==> src/rtl/game_pkg.sv <==
// game_pkg: shared state encodings, default sizing and stage names for the frame scheduler.
package game_pkg;
    typedef enum logic [1:0] {
        IDLE      = 2'd0,
        START     = 2'd1,
        WAIT_DONE = 2'd2
    } state_t;
    localparam int DEF_NUM_PHASES     = 4;
    localparam int DEF_TIMEOUT_CYCLES = 1024;
    localparam int PH_INPUT   = 0;
    localparam int PH_MOVE    = 1;
    localparam int PH_COLLIDE = 2;
    localparam int PH_COMMIT  = 3;
endpackage

==> src/rtl/phase_watchdog.sv <==
// phase_watchdog: clearable stage timer; o_expire is high while enabled at the terminal count.
module phase_watchdog #(
    parameter int TO_W           = 10,
    parameter int TIMEOUT_CYCLES = 1024
) (
    input  logic i_clk,
    input  logic i_rst,
    input  logic i_clr,
    input  logic i_en,
    output logic o_expire
);
    logic [TO_W-1:0] r_cnt;

    assign o_expire = i_en && (r_cnt == TO_W'(TIMEOUT_CYCLES - 1));

    always_ff @(posedge i_clk) begin
        if (!i_rst || i_clr)
            r_cnt <= '0;
        else if (i_en && !o_expire)
            r_cnt <= r_cnt + 1'b1;
    end
endmodule

==> src/rtl/frame_phase_scheduler.sv <==
// frame_phase_scheduler: per-frame sequencer that starts each update stage in order and waits for its done.
// Define FRAME_PHASE_SCHED_FRAME_CNT_EN to add the o_frame_cnt completed-frame counter.
module frame_phase_scheduler
    import game_pkg::*;
#(
    parameter int NUM_PHASES     = DEF_NUM_PHASES,
    parameter int PH_W           = 2,
    parameter int TIMEOUT_CYCLES = DEF_TIMEOUT_CYCLES,
    parameter int TO_W           = 10
) (
    input  logic                  i_clk,
    input  logic                  i_rst,
    input  logic                  i_frame_tick,
    input  logic                  i_pause,
    input  logic [NUM_PHASES-1:0] i_phase_done,
    output logic [NUM_PHASES-1:0] o_phase_start,
    output logic [PH_W-1:0]       o_cur_phase,
    output logic                  o_busy,
    output logic                  o_frame_done,
    output logic                  o_overrun,
    output logic [7:0]            o_overrun_cnt,
`ifdef FRAME_PHASE_SCHED_FRAME_CNT_EN
    output logic [15:0]           o_frame_cnt,
`endif
    output logic                  o_timeout_err
);
    state_t                r_state;
    logic [NUM_PHASES-1:0] r_phase_start;
    logic [PH_W-1:0]       r_cur_phase;
    logic                  r_frame_done;
    logic                  r_overrun;
    logic [7:0]            r_overrun_cnt;
    logic                  r_timeout_err;
    logic                  w_done;
    logic                  w_last;
    logic                  w_expire;
    logic [PH_W-1:0]       w_next;

    assign w_done = i_phase_done[r_cur_phase];
    assign w_last = r_cur_phase == PH_W'(NUM_PHASES - 1);
    assign w_next = r_cur_phase + 1'b1;

    assign o_phase_start = r_phase_start;
    assign o_cur_phase   = r_cur_phase;
    assign o_busy        = r_state != IDLE;
    assign o_frame_done  = r_frame_done;
    assign o_overrun     = r_overrun;
    assign o_overrun_cnt = r_overrun_cnt;
    assign o_timeout_err = r_timeout_err;

    phase_watchdog #(
        .TO_W          (TO_W),
        .TIMEOUT_CYCLES(TIMEOUT_CYCLES)
    ) u_wdog (
        .i_clk   (i_clk),
        .i_rst   (i_rst),
        .i_clr   (r_state == START),
        .i_en    (r_state == WAIT_DONE),
        .o_expire(w_expire)
    );

    // The start pulse is loaded on the transition into START so it is high exactly for that state.
    always_ff @(posedge i_clk) begin
        if (!i_rst) begin
            r_state       <= IDLE;
            r_phase_start <= '0;
            r_cur_phase   <= '0;
            r_frame_done  <= 1'b0;
            r_overrun     <= 1'b0;
            r_overrun_cnt <= '0;
            r_timeout_err <= 1'b0;
        end else begin
            r_phase_start <= '0;
            r_frame_done  <= 1'b0;
            r_overrun     <= 1'b0;
            if (i_frame_tick && r_state != IDLE) begin
                r_overrun <= 1'b1;
                if (r_overrun_cnt != 8'hFF)
                    r_overrun_cnt <= r_overrun_cnt + 1'b1;
            end
            case (r_state)
                IDLE: begin
                    if (i_frame_tick && !i_pause) begin
                        r_state       <= START;
                        r_cur_phase   <= PH_W'(PH_INPUT);
                        r_phase_start <= NUM_PHASES'(1);
                    end
                end
                START: r_state <= WAIT_DONE;
                WAIT_DONE: begin
                    if (w_done && w_last) begin
                        r_state      <= IDLE;
                        r_frame_done <= 1'b1;
                    end else if (w_done) begin
                        r_state       <= START;
                        r_cur_phase   <= w_next;
                        r_phase_start <= NUM_PHASES'(1) << w_next;
                    end else if (w_expire) begin
                        r_state       <= IDLE;
                        r_timeout_err <= 1'b1;
                    end
                end
                default: r_state <= IDLE;
            endcase
        end
    end

`ifdef FRAME_PHASE_SCHED_FRAME_CNT_EN
    logic [15:0] r_frame_cnt;

    assign o_frame_cnt = r_frame_cnt;

    always_ff @(posedge i_clk) begin
        if (!i_rst)
            r_frame_cnt <= '0;
        else if (r_state == WAIT_DONE && w_done && w_last)
            r_frame_cnt <= r_frame_cnt + 1'b1;
    end
`endif
endmodule

==> config.mk <==
export PLATFORM = sky130hd
export DESIGN_NAME = frame_phase_scheduler
export DESIGN_NICKNAME = d
export VERILOG_FILES = /design/src/rtl/game_pkg.sv /design/src/rtl/phase_watchdog.sv /design/src/rtl/frame_phase_scheduler.sv
export SDC_FILE = /design/constraint.sdc
export NUM_CORES = 1
export LEC_CHECK = 0
export BUFFER_PORTS_ARGS = -buffer_cell sky130_fd_sc_hd__buf_4
export CAP_MARGIN = 20
export CORE_MARGIN = 2
export CORE_UTILIZATION = 53
export CTS_CLUSTER_DIAMETER = 30
export DETAILED_ROUTE_END_ITERATION = 8
export GPL_ROUTABILITY_DRIVEN = 0
export PLACE_DENSITY_LB_ADDON = 0.15
export SETUP_SLACK_MARGIN = 0.05
export SYNTH_ARGS = -nofsm -noshare
export SYNTH_HDL_FRONTEND = slang
export SYNTH_SLANG_ARGS = --single-unit
==> constraint.sdc <==
create_clock -name i_clk -period 1.8 [get_ports i_clk]
set_input_delay 0.27 -clock i_clk [delete_from_list [all_inputs] [get_ports i_clk]]
set_output_delay 0.27 -clock i_clk [all_outputs]
set_load 0.01 [all_outputs]
==> reports/metrics.json <==
{
  "routed_wire_length_per_instance_microns": 13.0,
  "setup_repair_after_global_routing_missed_its_margin": "no",
  "highest_layer_used_for_signal_routing": "met4",
  "dr.first_iter.drc_count": 15,
  "tightestPinTransition_ns": 0.417,
  "number_of_drc_violations_after_detailed_routing": 0,
  "seqCellArea_sq_um": 581,
  "drt-vias-per-instance": 5.69,
  "post-route-worst-setup-slack_ns": 0.186,
  "area_share_of_the_largest_cell_type_after_synthesis_pct": 43.2,
  "timing.final.hold_violations": 0,
  "cts_tree": "done",
  "place_worst_setup_slack_ns": 0.199,
  "vdd_ir_drop_max_mv": 0.590,
  "groute.usage.overall_pct": 20.3,
  "nFillCells": 205,
  "combPwrFrac_pct": 5.9,
  "achievable-frequency_mhz": 620,
  "fp.dieW_microns": 54.3,
  "flow.area_growth_from_synthesis_pct": 23.6,
  "cts-resized-gates": 0,
  "max-slew-margin-rel_pct": 72.2,
  "root_buffer": "clkbuf_4",
  "synth.avg_cell_area_sq_um": 9.52,
  "cts_htree_levels": 2,
  "top_level_ports": 26,
  "cp.required_ns": 2.07,
  "status": "complete, no violations",
  "met2_length_mm": 1.23,
  "layout_commonest_cell": "dfxtp_1",
  "synth_seq_area_share_pct": 43.2,
  "min_path_type": "in -> reg",
  "p_per_area_nw_per_um2": 780,
  "seq_power_share_pct": 50.9,
  "layout.cells.most_common_list": "dfxtp_1, buf_4, nor2_1",
  "drive_gt1_share_pct": 23.6,
  "detail_route.wirelength.met1_mm": 1.22,
  "multi_input_combinational_cell_area_sq_um": 734,
  "power.share.clock_pct": 43.2,
  "synth-warning-count": 0,
  "detail_route.wirelength_mm": 2.64,
  "max_cap_viol_count": 0,
  "holdBufCountCts": 0,
  "period_needed_ns": 1.61,
  "post_route_clock_period_utilization_pct": 89.6,
  "setup.worst_path.class": "reg -> reg",
  "initial_core_util_pct": 55.2,
  "synthesis.nets": 155,
  "synth_top_cell_by_area": "dfxtp_1",
  "final.setup_skew_ns": 0.00765,
  "power.switching_mw": 0.275,
  "syn-cell-area_sq_um": 1340,
  "cp-end-kind": "flip-flop",
  "number_of_inserted_diodes": 0,
  "layout.nets": 187,
  "arrival_ns": 1.88,
  "global_route_wire_length_before_repair_mm": 4.15,
  "hpwlAfterDp_mm": 1.93,
  "vias": 1160,
  "setup_viol_count_final": 0,
  "grt_start_max_net_pins": 11,
  "p_leak_nw": 0.683,
  "clock_tree.buffer_depth": 2,
  "intPower_mw": 1.02,
  "clock_network_latency_to_the_later_pin_of_the_worst_skew_pair_ns": 0.33,
  "drt_pass1_iterations": 6,
  "die_y_microns": 54.3,
  "synth.top_cells.by_area": "dfxtp_1, ha_1, o31ai_1, nor2_1, a21oi_1",
  "port_buffers": 25,
  "cts.clk_slew.worst_paths_ns": 0.09,
  "crit_path_start_kind": "flip-flop",
  "std_cell_rows": 18,
  "number_of_antenna_violations_at_the_first_check_in_global_routing": 0,
  "ys_seq_elements": 29,
  "worst_hold_slack_ns": 0.103,
  "number_of_different_library_cells_in_the_post_synthesis_netlist": 37,
  "drtAntennaViolNets": 0,
  "total_negative_slack_ns": 0,
  "first_global_vias": 946,
  "finalMaxSlewViolations": 0,
  "timing.critical_path.fanout_max": 10,
  "core_area_sq_um": 2430,
  "met3_routed_wirelength_microns": 132,
  "synth_instances": 141,
  "post-cts-setup-buffer-count": 0,
  "clock_sink_count": 29,
  "power_switching_share_pct": 21.3,
  "tritoncts.num_buffers": 5,
  "overflow": 0,
  "design.die.area_sq_um": 2950
}
[worst paths after layout]
check | depth (start not counted) | end | slack (ns) | from
max | 5 | o_overrun_cnt[7] | 0.19 | o_overrun_cnt[0]
min | 2 | o_phase_start[0] | 0.10 | i_pause
max reg2reg | 5 | o_overrun_cnt[7] | 0.19 | o_overrun_cnt[0]
min reg2reg | 1 | o_timeout_err | 0.48 | o_timeout_err
[Yosys cell counts, drive strengths merged]
cell	n
xor2	5
o31ai	8
or3	4
o2bb2ai	2
and4	1
a31oi	1
dfxtp	29
clkinv	1
clkbuf	1
and3	1
nor2	13
nor4	1
nand4	5
o21a	2
nor3	2
nor3b	1
or2	1
mux4	1
or4	5
mux2i	3
o21ai	3
and2	5
ha	6
inv	4
nand3	9
nand2b	2
a21oi	9
and4b	1
nor4b	1
nand2	8
and2b	2
buf	1
o211ai	3
[per-layer routing]
layer / global-route usage (%) / vias up
met5: 0 / -
met3: 8.20 / 9
met4: 10.0 / 0
li1: - / 585
met2: 30.7 / 28
met1: 25.0 / 538
[metrics by stage]
stage	instance area, sq um	cells	util, %	total power, mW
3_3_place_gp	1570	196	64.7	0.749
3_5_place_dp	1570	196	64.7	0.750
6_report	1660	204	68.2	1.29
4_1_cts	1660	204	68.2	1.31
5_1_grt	1660	204	68.2	1.35
2_1_floorplan	1340	141	-	0.717
[power groups by stage]
stage,logic [mW],registers [mW],clock network (mW)
final,0.0766,0.658,0.558
after floorplan,0.0431,0.674,0
after global routing,0.0855,0.660,0.600
after detailed placement,0.0769,0.673,0
after CTS,0.0773,0.659,0.574
after global placement,0.0762,0.673,0
[cells by family (layout without fill, tap and decap cells)]
kind of cell	Yosys count	count (layout)	share of synthesized area, %
compound gates	28	28	14.2
flops	29	29	43.2
xor+xnor	5	5	3.26
simple gates	62	62	27.8
buf+inv	7	40	2.05
mux	4	4	3.91
fa+ha+maj	6	6	5.59
[flip-flops by register name, summed over array words and instances, names as in the netlist]
signal / cells
u_wdog.r_cnt: 10
o_overrun_cnt: 8
o_phase_start: 4
o_cur_phase: 2
r_state: 2
o_frame_done: 1
o_overrun: 1
o_timeout_err: 1
[critical path, cell delays in order, from the launching register on]
cell and delay [ns]:
dfxtp_1 0.36, ha_1 0.25, nand3_1 0.13, o21ai_2 0.15, or4_1 0.50, a21oi_1 0.16
[cell type report]
type                    count  share of cell area (%)
multi-input cells         105                    44.3
flip-flops and latches     29                    35.0
repair buffers             27                    12.2
clock buffers               7                    3.32
well taps                  30                    2.26
clock inverters             1                    1.81
inverters                   5                    1.13
Power figures use the tool's default switching activity.
